--- src/rtl/reg_display_scanner_if.sv ---
// Display bus between a register tap and the scanner:
// value in, multiplexed segments, enables and status out.
interface reg_display_scanner_if #(
   parameter int DIGITS = 4
);
   logic [31:0]       value;
   logic [6:0]        seg;
   logic [DIGITS-1:0] an;
   logic              overflow;
   logic              busy;

   modport master (
      output value,
      input  seg, an, overflow, busy
   );

   modport slave (
      input  value,
      output seg, an, overflow, busy
   );
endinterface

--- src/rtl/reg_display_scanner.sv ---
// Sequential double-dabble BCD converter feeding a
// multiplexed 7-segment scanner with leading-zero blanking.
module reg_display_scanner #(
   parameter int DIGITS      = 4,
   parameter int REFRESH_DIV = 1000,
   parameter int LZ_BLANK    = 1
) (
   input logic             clk,
   input logic             rst_n,
   reg_display_scanner_if.slave bus
);

   localparam int IW = (DIGITS > 1) ? $clog2(DIGITS) : 1;
   localparam int RW = $clog2(REFRESH_DIV);

   typedef enum logic [1:0] {
      IDLE,
      CONV,
      COMMIT
   } state_e;

   state_e                  state_q, state_d;
   logic [31:0]             shift_q, shift_d;
   logic [39:0]             bcd_q, bcd_d, bcd_adj;
   logic [4:0]              cnt_q, cnt_d;
   logic [DIGITS-1:0][3:0]  disp_q, disp_d;
   logic                    ovf_q, ovf_d;
   logic [RW-1:0]           ref_q, ref_d;
   logic [IW-1:0]           idx_q, idx_d;
   logic [DIGITS-1:0]       an_q, an_d;
   logic [6:0]              seg_q, seg_d;
   logic [DIGITS-1:0]       blank;
   logic [3:0]              digit;

   function automatic logic [6:0] dec7(input logic [3:0] n);
      logic [6:0] s;
      case (n)
         4'd0:    s = 7'h3F;
         4'd1:    s = 7'h06;
         4'd2:    s = 7'h5B;
         4'd3:    s = 7'h4F;
         4'd4:    s = 7'h66;
         4'd5:    s = 7'h6D;
         4'd6:    s = 7'h7D;
         4'd7:    s = 7'h07;
         4'd8:    s = 7'h7F;
         4'd9:    s = 7'h6F;
         default: s = 7'h00;
      endcase
      return s;
   endfunction

   always_comb begin
      bcd_adj = bcd_q;
      for (int i = 0; i < 10; i++) begin
         if (bcd_q[4*i +: 4] >= 4'd5)
            bcd_adj[4*i +: 4] = bcd_q[4*i +: 4] + 4'd3;
      end
   end

   always_comb begin
      state_d = state_q;
      shift_d = shift_q;
      bcd_d   = bcd_q;
      cnt_d   = cnt_q;
      disp_d  = disp_q;
      ovf_d   = ovf_q;
      unique case (state_q)
         IDLE: begin
            shift_d = bus.value;
            bcd_d   = '0;
            cnt_d   = '0;
            state_d = CONV;
         end
         CONV: begin
            {bcd_d, shift_d} = {bcd_adj[38:0], shift_q, 1'b0};
            cnt_d = cnt_q + 5'd1;
            if (cnt_q == 5'd31)
               state_d = COMMIT;
         end
         COMMIT: begin
            disp_d  = bcd_q[4*DIGITS-1:0];
            ovf_d   = |bcd_q[39:4*DIGITS];
            state_d = IDLE;
         end
         default: state_d = IDLE;
      endcase
   end

   // A digit is blank when it and every higher digit are zero.
   always_comb begin
      logic nz;
      nz    = 1'b0;
      blank = '0;
      for (int i = DIGITS - 1; i >= 0; i--) begin
         nz       = nz | (disp_q[i] != 4'd0);
         blank[i] = !nz && (i != 0);
      end
   end

   always_comb begin
      ref_d = ref_q + RW'(1);
      idx_d = idx_q;
      if (ref_q == RW'(REFRESH_DIV - 1)) begin
         ref_d = '0;
         idx_d = (idx_q == IW'(DIGITS - 1)) ? '0 : idx_q + IW'(1);
      end
      an_d  = ~(DIGITS'(1) << idx_d);
      digit = disp_q[idx_d];
      if (ovf_q)
         seg_d = 7'h40;
      else if ((LZ_BLANK != 0) && blank[idx_d])
         seg_d = 7'h00;
      else
         seg_d = dec7(digit);
   end

   always_ff @(posedge clk or negedge rst_n) begin
      if (!rst_n) begin
         state_q <= IDLE;
         shift_q <= '0;
         bcd_q   <= '0;
         cnt_q   <= '0;
         disp_q  <= '0;
         ovf_q   <= 1'b0;
         ref_q   <= '0;
         idx_q   <= '0;
         an_q    <= ~DIGITS'(1);
         seg_q   <= 7'h3F;
      end else begin
         state_q <= state_d;
         shift_q <= shift_d;
         bcd_q   <= bcd_d;
         cnt_q   <= cnt_d;
         disp_q  <= disp_d;
         ovf_q   <= ovf_d;
         ref_q   <= ref_d;
         idx_q   <= idx_d;
         an_q    <= an_d;
         seg_q   <= seg_d;
      end
   end

   assign bus.seg      = seg_q;
   assign bus.an       = an_q;
   assign bus.overflow = ovf_q;
   assign bus.busy     = (state_q != IDLE);

endmodule

--- src/flat_wrapper.sv ---
// flat-port wrapper written by rule: the top's interface ports become plain ports
module reg_display_scanner_flat 
#(
   parameter int DIGITS      = 4,
   parameter int REFRESH_DIV = 1000,
   parameter int LZ_BLANK    = 1
)
  (clk, rst_n, bus_value, bus_seg, bus_an, bus_overflow, bus_busy);
  reg_display_scanner_if #(.DIGITS(DIGITS)) bus_i ();
  input logic clk;
  input logic rst_n;
  input wire logic [$bits(bus_i.value)-1:0] bus_value;
  output wire logic [$bits(bus_i.seg)-1:0] bus_seg;
  output wire logic [$bits(bus_i.an)-1:0] bus_an;
  output wire logic [$bits(bus_i.overflow)-1:0] bus_overflow;
  output wire logic [$bits(bus_i.busy)-1:0] bus_busy;
  assign bus_i.value = bus_value;
  assign bus_seg = bus_i.seg;
  assign bus_an = bus_i.an;
  assign bus_overflow = bus_i.overflow;
  assign bus_busy = bus_i.busy;
  reg_display_scanner #(.DIGITS(DIGITS), .REFRESH_DIV(REFRESH_DIV), .LZ_BLANK(LZ_BLANK)) u_core (.clk(clk), .rst_n(rst_n), .bus(bus_i));
endmodule
--- config.mk ---
export PLATFORM = sky130hd
export DESIGN_NAME = reg_display_scanner_flat
export DESIGN_NICKNAME = d
export VERILOG_FILES = /design/src/rtl/reg_display_scanner_if.sv /design/src/rtl/reg_display_scanner.sv /design/src/flat_wrapper.sv
export SDC_FILE = /design/constraint.sdc
export NUM_CORES = 1
export LEC_CHECK = 0
export BUFFER_PORTS_ARGS = -buffer_cell sky130_fd_sc_hd__buf_2
export CAP_MARGIN = 25
export CORE_MARGIN = 4
export CORE_UTILIZATION = 61
export CTS_CLUSTER_SIZE = 20
export DETAILED_ROUTE_END_ITERATION = 6
export HOLD_SLACK_MARGIN = 0.1
export PLACE_DENSITY = 0.77
export REMOVE_ABC_BUFFERS = 1
export SYNTH_ARGS = -nofsm -noshare
export SYNTH_HDL_FRONTEND = slang
export SYNTH_SLANG_ARGS = --single-unit
export TNS_END_PERCENT = 50
--- constraint.sdc ---
create_clock -name clk -period 3.4 [get_ports clk]
set_input_delay 0.51 -clock clk [delete_from_list [all_inputs] [get_ports clk]]
set_output_delay 0.51 -clock clk [all_outputs]
set_load 0.01 [all_outputs]
==> results.sh, run 1 <==
export IMPL_htree_levels=4
export IMPL_grt_use_total_pct=22.4
export IMPL_fin_cells=834
export IMPL_drt_initial_drc_count=296
export IMPL_die_area_mm2=0.0121
export IMPL_hold_path_class="in2reg"
export IMPL_place_ws_ns=0.426
export IMPL_numCtsBuffers=17
export IMPL_slowest_stage="dfrtp_1"
export IMPL_synthToLayoutAreaGrowth_pct=14.9
export IMPL_hold_buffers=1
export IMPL_synth_seq_cells=119
export IMPL_power_leakage_uw=0.00342
export IMPL_yosysWarnings=0
export IMPL_ys_types=60
export IMPL_firstDrtPassIters=5
export IMPL_drtAntennaViolNets=0
export IMPL_routed_via_density=5.84
export IMPL_grt_max_degree=67
export IMPL_fmaxAchievable_mhz=327
export IMPL_slowest_delay_ns=0.57
export IMPL_tightest_slew_ns=0.710
export IMPL_cts_sinks=119
export IMPL_finalCriticalPeriod_ns=3.06
export IMPL_setup_violations=0
export IMPL_n_fill_cell=733
export IMPL_clk_insertion_delay_late_ns=0.52
export IMPL_async_flop_share_pct=100
export IMPL_start_kind="flip-flop"
export IMPL_yosys_area_top_type_share_pct=43.2
export IMPL_core_area_mm2=0.0102
export IMPL_diodes=0
export IMPL_cts_tree="built"
export IMPL_wl_um=12600
export IMPL_finalNetCount=754
export IMPL_start_util_pct=62.2
export IMPL_drc=0
export IMPL_num_vias=4871
export IMPL_cts_resized=0
export IMPL_rows=37
export IMPL_pin_count=47
export IMPL_cts_buffer_depth=2
export IMPL_worstSetupPathType="reg2reg"
export IMPL_endpoint_kind="flip-flop"
export IMPL_grt_pass1_wl_um=21500
export IMPL_slew_viol_final=0
export IMPL_required_ns=3.84
export IMPL_netlist_area_mm2=0.00637
export IMPL_drive_gt1_share_pct=18.1
export IMPL_power_density_mw_per_mm2=603
export IMPL_crit_chain="ha_1 > inv_1 > nor4_1 > a31oi_1 > o32ai_4 > ha_1 > a21bo_2 > mux2_2 > a21oi_1"
export IMPL_setup_slack_ns=0.343
export IMPL_worst_path_most_repeated_cell="ha_1"
export IMPL_finalClockSkew_ns=0.0128
export IMPL_cts_root_buf="clkbuf_8"
export IMPL_period_share_pct=89.9
export IMPL_cp_data_arrival_time_ns=3.50
export IMPL_yosysMostFrequentCell="dfrtp_1"
export IMPL_path_buf_inv=1
export IMPL_ys_top_cells_by_area="dfrtp_1, ha_1, o21ai_0"
export IMPL_finalWeightedCongestion=0.961
export IMPL_synth_edf_count=0
export IMPL_maxSlewHeadroom_pct=52.7
export IMPL_cts_setup_buffers=0
export IMPL_synth_top_area_cell="dfrtp_1"
export IMPL_io_buffers=46
export IMPL_power_uw=4410
export IMPL_ys_seq_area_share_pct=47.0
export IMPL_synth_main_ff_cell="dfrtp_1"
export IMPL_status="finished, final reports clean"
export IMPL_die_w_um=110
export IMPL_avgSynthCellArea_um2=9.90
export IMPL_finalHoldViolCount=0
export IMPL_grt_overflow=0
export IMPL_synth_commonest_cells="dfrtp_1, nand2_1, o21ai_0"
export IMPL_maxCapViolations=0
export IMPL_grt_setup_unrepaired="false"
export IMPL_dpl_hpwl_um=8560
export IMPL_die_h_um=110
export IMPL_antenna_found_initial=0
export IMPL_ir_drop_mv=0.292
export IMPL_grt_pass1_vias=4800
export IMPL_wl_per_cell_um=15.2
export IMPL_path_max_fanout=16
export IMPL_path_delay_family="compound AO/OA/AOI/OAI gates"
export IMPL_path_clk_slew_ns=0.06
export IMPL_place_inst=801
export IMPL_syn_inst=643
[metal layers]
layer,up-vias,track usage (%),part of all wire (%)
li1,2336,-,-
met1,2352,29.0,44
met2,153,36.7,48
met3,30,6.17,6.0
met4,0,7.21,1.7
met5,-,0,0
[area by class of cell]
class	instances	area [µm²]	area share, %
inverters	27	101	1.39
repair buffers	54	295	4.04
flip-flops and latches	119	2990	40.9
clock buffers	19	442	6.04
clock inverters	13	169	2.31
well taps	136	170	2.33
multi-input cells	466	3150	43.0
[worst paths after layout]
kind	startpoint	endpoint	slack (ns)	cells past startpoint
setup / recovery	u_core.idx_q[0]	u_core.bus.seg[4]	0.34	9
hold / removal	bus_value[0]	u_core.shift_q[0]	0.25	3
setup reg to reg	u_core.idx_q[0]	u_core.bus.seg[4]	0.34	9
hold reg to reg	u_core.ref_q[0]	u_core.ref_q[0]	0.46	1
max in group asynchronous	rst_n	u_core.bcd_q[22]	2.07	3
min in group asynchronous	rst_n	u_core.bcd_q[33]	0.52	2
[registers in the layout (all words and copies together) (netlist names), 2 cells and up]
register	cells
u_core.bus.seg	7
u_core.bcd_q	40
u_core.shift_q	32
u_core.state_q	2
u_core.idx_q	2
u_core.bus.an	4
u_core.cnt_q	5
u_core.disp_q	16
u_core.ref_q	10
[layout by cell type, fill, tap and decap left out, types with 5 or more instances in the layout]
| master | Yosys | layout |
|---|---|---|
| clkbuf_16 | 0 | 16 |
| a22o_1 | 15 | 15 |
| nand2b_1 | 11 | 11 |
| xnor2_1 | 12 | 12 |
| nand3_1 | 12 | 12 |
| buf_4 | 3 | 8 |
| o31ai_1 | 10 | 10 |
| nand2_1 | 97 | 97 |
| nor4_1 | 5 | 5 |
| mux2i_1 | 32 | 32 |
| ha_1 | 35 | 35 |
| a21oi_1 | 33 | 33 |
| buf_2 | 2 | 45 |
| o21ai_0 | 79 | 79 |
| inv_1 | 26 | 26 |
| mux2_2 | 17 | 17 |
| nor2_1 | 30 | 30 |
| xor2_1 | 12 | 12 |
| dfstp_2 | 9 | 9 |
| dfrtp_1 | 110 | 108 |
[report_power, final]
part / switching (µW) / internal [µW]
logic: 402 / 367
registers: 211 / 1610
clock network: 662 / 1160
[through the flow]
step | hold WS (ns) | area [µm²] | util (%) | TNS (ns)
2_1_floorplan | 0.214 | 6240 | - | -0.873
3_3_place_gp | 0.459 | 6700 | 65.5 | 0
3_5_place_dp | 0.451 | 6700 | 65.5 | 0
4_1_cts | 0.238 | 7320 | 71.5 | 0
5_1_grt | 0.265 | 7320 | 71.5 | 0
6_report | 0.251 | 7320 | 71.5 | 0
[worst min-delay path: stages]
cell and delay [ns]:
buf_2 0.09, inv_1 0.04, o21ai_0 0.08
[cells by family (layout without fill, tap and decap cells)]
family | count (synthesis) | count (layout) | synth area share, %
AO/OA/AOI/OAI | 169 | 169 | 17.1
XOR/XNOR | 24 | 24 | 3.30
flip-flops | 119 | 119 | 47.0
adder cells (fa/ha/maj) | 35 | 35 | 6.88
multiplexers | 49 | 49 | 8.04
buffers and inverters | 58 | 113 | 3.64
AND/OR/NAND/NOR | 189 | 189 | 14.1
Power figures use the tool's default switching activity.
==> run 2: changes to the inputs <==
- CORE_UTILIZATION: 61 -> 65
- PLACE_DENSITY: 0.77 -> 0.85
- clock period: 3.4 -> 3.65 ns (I/O delays scaled with it)
==> results.sh, run 2 (synthesis results as in run 1) <==
export IMPL_status="finished, final reports clean"
export IMPL_largest_register="u_core.bcd_q"
export IMPL_cts_tree="built"
export IMPL_rows=35
export IMPL_die_w_um=107
export IMPL_core_area_mm2=0.00937
export IMPL_numCtsBuffers=17
export IMPL_power_density_mw_per_mm2=554
export IMPL_path_clk_slew_ns=0.06
export IMPL_grt_use_total_pct=25.5
export IMPL_power_frac_seq_pct=42.0
export IMPL_die_h_um=107
export IMPL_ir_drop_mv=0.349
export IMPL_required_ns=4.07
export IMPL_slew_viol_final=0
export IMPL_hold_path_class="in2async"
export IMPL_crit_chain="nand4bb_1 > nor3_2 > mux2i_1 > o32ai_4 > ha_1 > a21bo_2 > mux2_2 > a21oi_1"
export IMPL_diodes=0
export IMPL_finalHoldViolCount=0
export IMPL_synthToLayoutAreaGrowth_pct=14.3
export IMPL_path_buf_inv=0
export IMPL_num_vias=4885
export IMPL_switchingPower_uw=1200
export IMPL_placed_cell_area_mm2=0.00669
export IMPL_finalCriticalPeriod_ns=3.07
export IMPL_htree_levels=4
export IMPL_drc=0
export IMPL_grt_pass1_wl_um=23300
export IMPL_grt_setup_unrepaired="false"
export IMPL_path_delay_family="simple AND/OR/NAND/NOR gates"
export IMPL_die_area_mm2=0.0114
export IMPL_setup_tns_ns=0
export IMPL_path_max_fanout=8
export IMPL_drt_initial_drc_count=377
export IMPL_power_leakage_uw=0.00339
export IMPL_worstSetupPathType="reg2reg"
export IMPL_layout_commonest_cell="dfrtp_1"
export IMPL_maxCapViolations=0
export IMPL_fmaxAchievable_mhz=325
export IMPL_routed_via_density=5.92
export IMPL_antenna_found_initial=0
export IMPL_cts_root_buf="clkbuf_8"
export IMPL_grt_overflow=0
export IMPL_p_clk_share_pct=39.8
export IMPL_firstDrtPassIters=5
export IMPL_cts_sinks=119
export IMPL_largest_reg_flops=40
export IMPL_drtAntennaViolNets=0
export IMPL_wl_per_cell_um=16.5
export IMPL_wl_um=13600
export IMPL_combPwrFrac_pct=18.1
export IMPL_maxSlewHeadroom_pct=42.3
export IMPL_finalNetCount=752
export IMPL_slowest_delay_ns=0.63
export IMPL_cts_buffer_depth=2
export IMPL_start_util_pct=67.9
export IMPL_hold_buffers=0
export IMPL_endpoint_kind="flip-flop"
export IMPL_netSwitchingFraction_pct=29.7
export IMPL_cts_resized=0
export IMPL_period_share_pct=84.2
export IMPL_tightest_slew_ns=0.865
export IMPL_grt_max_degree=77
export IMPL_stdcell_area_mm2=0.00728
export IMPL_setup_violations=0
export IMPL_grt_pass1_vias=5033
export IMPL_pin_count=47
export IMPL_reg_top3="u_core.bcd_q (40), u_core.shift_q (32), u_core.disp_q (16)"
export IMPL_cts_setup_buffers=0
export IMPL_slowest_stage="nor3_2"
export IMPL_clk_insertion_delay_late_ns=0.51
export IMPL_drive_gt1_share_pct=17.8
export IMPL_start_kind="flip-flop"
export IMPL_internal_power_uw=2830
export IMPL_finalWeightedCongestion=0.884
export IMPL_cp_data_arrival_time_ns=3.50
export IMPL_finalClockSkew_ns=0.00867
export IMPL_final_cell_mix="dfrtp_1, nand2_1, o21ai_0"
export IMPL_dpl_hpwl_um=8700
export IMPL_io_buffers=46
==> run 2: cell types whose count changed in the layout (fill, tap and decap cells not counted), sizes merged <==
| cell | delta |
|---|---|
| buf | -1 |
| bufinv | -1 |
| clkinv | +1 |
| clkinvlp | +1 |
| dlygate4sd3 | -1 |
| inv | -1 |
==> run 2: path summary, 6_finish.rpt <==
check / startpoint / endpoint / slack [ns] / depth (start not counted)
max in group asynchronous: rst_n / u_core.disp_q[15] / 2.69 / 2
hold / removal: rst_n / u_core.bcd_q[32] / 0.16 / 1
setup / recovery: u_core.ref_q[3] / u_core.bus.seg[4] / 0.58 / 8
setup reg to reg: u_core.ref_q[3] / u_core.bus.seg[4] / 0.58 / 8
min in group clk: bus_value[0] / u_core.shift_q[0] / 0.28 / 3
hold reg to reg: u_core.ref_q[0] / u_core.ref_q[0] / 0.49 / 1
==> run 2: area by class of cell <==
cell class	count	area (µm²)
clock buffers	19	432
clock inverters	13	146
fillers	614	2090
inverters	27	101
multi-input cells	466	3150
flip-flops and latches	119	2990
well taps	129	161
repair buffers	52	298
==> run 2: power groups by stage <==
stage | registers [µW] | clock network (µW) | logic, µW
final | 1700 | 1610 | 731
after global routing | 1720 | 1690 | 827
after CTS | 1690 | 1630 | 729
after detailed placement | 1710 | 0 | 708
after global placement | 1700 | 0 | 666
after floorplan | 1640 | 0 | 540
==> run 2: worst register-to-register path, stage by stage, from the launching register on <==
cell	delay, ns
dfrtp_1	0.44
nand4bb_1	0.51
nor3_2	0.63
mux2i_1	0.22
o32ai_4	0.26
ha_1	0.25
a21bo_2	0.24
mux2_2	0.26
a21oi_1	0.18
==> run 2: per-layer routing <==
layer / routed length (µm) / GRT usage, %
met1: 5890 / 32.5
met2: 6750 / 43.3
met3: 745 / 5.84
met4: 238 / 8.22
met5: 0 / 0
==> run 2: stage by stage <==
| step | setup slack [ns] | hold slack, ns | std cells | total power, µW | util [%] |
|---|---|---|---|---|---|
| after floorplan | 0.192 | 0.252 | 612 | 2180 | - |
| after CTS | 0.593 | 0.176 | 824 | 4050 | 77.5 |
| after global placement | 0.836 | 0.457 | 792 | 2360 | 71.3 |
| final | 0.575 | 0.164 | 825 | 4030 | 77.7 |
| after detailed placement | 0.616 | 0.470 | 792 | 2420 | 71.3 |
| after global routing | 0.401 | 0.229 | 825 | 4240 | 77.7 |
==> run 3: changes to the inputs <==
- CORE_UTILIZATION: 65 -> 61
- PLACE_DENSITY: 0.85 -> 0.81
- clock period: 3.65 -> 2.95 ns (I/O delays scaled with it)
==> results.sh, run 3 (synthesis results as in run 1) <==
export IMPL_required_ns=3.38
export IMPL_tightest_slew_ns=0.754
export IMPL_cts_tree="built"
export IMPL_grt_pass1_vias=4828
export IMPL_die_h_um=110
export IMPL_numCtsBuffers=17
export IMPL_grt_use_total_pct=24.2
export IMPL_grt_max_degree=78
export IMPL_cts_resized=0
export IMPL_pin_count=47
export IMPL_slowest_delay_ns=0.37
export IMPL_cts_root_buf="clkbuf_8"
export IMPL_clk_insertion_delay_late_ns=0.52
export IMPL_die_area_mm2=0.0121
export IMPL_setup_slack_ns=0.151
export IMPL_finalClockSkew_ns=0.00911
export IMPL_power_leakage_uw=0.00345
export IMPL_grt_util_met1_pct=30.2
export IMPL_diodes=0
export IMPL_wl_per_cell_um=16.3
export IMPL_rows=37
export IMPL_cts_setup_buffers=0
export IMPL_worstSetupPathType="reg2reg"
export IMPL_endpoint_kind="flip-flop"
export IMPL_period_share_pct=94.9
export IMPL_cts_sinks=119
export IMPL_finalNetCount=763
export IMPL_finalCriticalPeriod_ns=2.80
export IMPL_n_fill_cell=785
export IMPL_maxSlewHeadroom_pct=49.7
export IMPL_drc=0
export IMPL_reg_top3="u_core.bcd_q (40), u_core.shift_q (32), u_core.disp_q (16)"
export IMPL_regArea_mm2=0.00299
export IMPL_final_cell_mix="dfrtp_1, nand2_1, o21ai_0"
export IMPL_timing_rr_start="u_core.ref_q[0]"
export IMPL_crit_chain="ha_1 > and3_1 > nand3_1 > a21oi_1 > a31o_2 > ha_1 > a21bo_2 > mux2_2 > a21oi_1"
export IMPL_largest_register="u_core.bcd_q"
export IMPL_core_area_mm2=0.0102
export IMPL_slowest_stage="dfrtp_1"
export IMPL_cts_buffer_depth=2
export IMPL_grt_setup_unrepaired="false"
export IMPL_hold_path_class="in2reg"
export IMPL_htree_levels=4
export IMPL_ir_drop_mv=0.485
export IMPL_path_clk_slew_ns=0.06
export IMPL_place_ws_ns=0.224
export IMPL_layout_commonest_cell="dfrtp_1"
export IMPL_drtAntennaViolNets=0
export IMPL_min_delay_start="bus_value[0]"
export IMPL_finalHoldViolCount=0
export IMPL_drt_initial_drc_count=274
export IMPL_place_inst=810
export IMPL_start_util_pct=62.2
export IMPL_fin_cells=843
export IMPL_synthToLayoutAreaGrowth_pct=15.5
export IMPL_start_kind="flip-flop"
export IMPL_finalWeightedCongestion=0.947
export IMPL_io_buffers=46
export IMPL_use_met2_pct=40.4
export IMPL_use_met3_pct=6.64
export IMPL_num_vias=4864
export IMPL_drive_gt1_share_pct=19.0
export IMPL_die_w_um=110
export IMPL_setup_violations=0
export IMPL_path_max_fanout=6
export IMPL_routed_via_density=5.77
export IMPL_path_buf_inv=0
export IMPL_fmaxAchievable_mhz=357
export IMPL_path_delay_family="compound AO/OA/AOI/OAI gates"
export IMPL_multi_input_area_mm2=0.00315
export IMPL_dpl_hpwl_um=9090
export IMPL_top_usage_layer="met2"
export IMPL_firstDrtPassIters=5
export IMPL_power_density_mw_per_mm2=681
export IMPL_status="finished, final reports clean"
export IMPL_antenna_found_initial=0
export IMPL_largest_reg_flops=40
export IMPL_wl_um=13800
export IMPL_cp_data_arrival_time_ns=3.23
export IMPL_fin_util_pct=71.8
export IMPL_cp_startpoint="u_core.ref_q[0]"
export IMPL_grt_pass1_wl_um=22800
export IMPL_maxCapViolations=0
export IMPL_grt_overflow=0
export IMPL_slew_viol_final=0
export IMPL_setup_tns_ns=0
## run 3: cell types whose count changed in the layout (fill, tap and decap cells not counted), sizes merged
| cell | before | now |
|---|---|---|
| buf | 52 | 62 |
| clkinvlp | 5 | 3 |
| dlygate4sd3 | 0 | 1 |
| clkinv | 3 | 5 |
## run 3: worst paths after layout
kind / end / slack, ns / cells past startpoint
max: u_core.bus.seg[4] / 0.15 / 9
min: u_core.shift_q[0] / 0.17 / 3
max reg2reg: u_core.bus.seg[4] / 0.15 / 9
min reg2reg: u_core.ref_q[0] / 0.47 / 1
max in group asynchronous: u_core.state_q[1] / 1.70 / 3
min in group asynchronous: u_core.ref_q[6] / 0.52 / 2
## run 3: layout make-up
| type | count | share of cell area (%) |
|---|---|---|
| repair buffers | 63 | 4.94 |
| well taps | 136 | 2.31 |
| inverters | 27 | 1.38 |
| clock inverters | 13 | 1.97 |
| clock buffers | 19 | 5.87 |
| multi-input cells | 466 | 42.8 |
| flip-flops and latches | 119 | 40.7 |
## run 3: report_power, final
part           internal, µW  switching (µW)  total, µW
registers              1850             247       2100
clock network          1230             754       1980
logic                   434             489        923
## run 3: metal layers
| metal | up-vias | part of all wire, % |
|---|---|---|
| li1 | 2353 | - |
| met3 | 22 | 5.9 |
| met2 | 149 | 50 |
| met1 | 2340 | 42 |
| met4 | 0 | 1.3 |
| met5 | - | 0 |
## run 3: tightest hold or removal path: cells and delay by family
kind / cells / cell delay, ns
buf+inv: 2 / 0.12
compound gates: 1 / 0.07
## run 3: through the flow
stage	cell area (µm²)	hold slack [ns]	total power, µW
after CTS	7350	0.160	5020
after global placement	6760	0.443	2940
after global routing	7350	0.191	5260
final	7350	0.169	5010
after floorplan	6240	0.147	2700
after detailed placement	6760	0.463	3000
## run 3: timing repair
action	CTS	global route
setup endpoints to repair	0	0
endpoints found under the hold margin	40	0
hold buffers	1	0
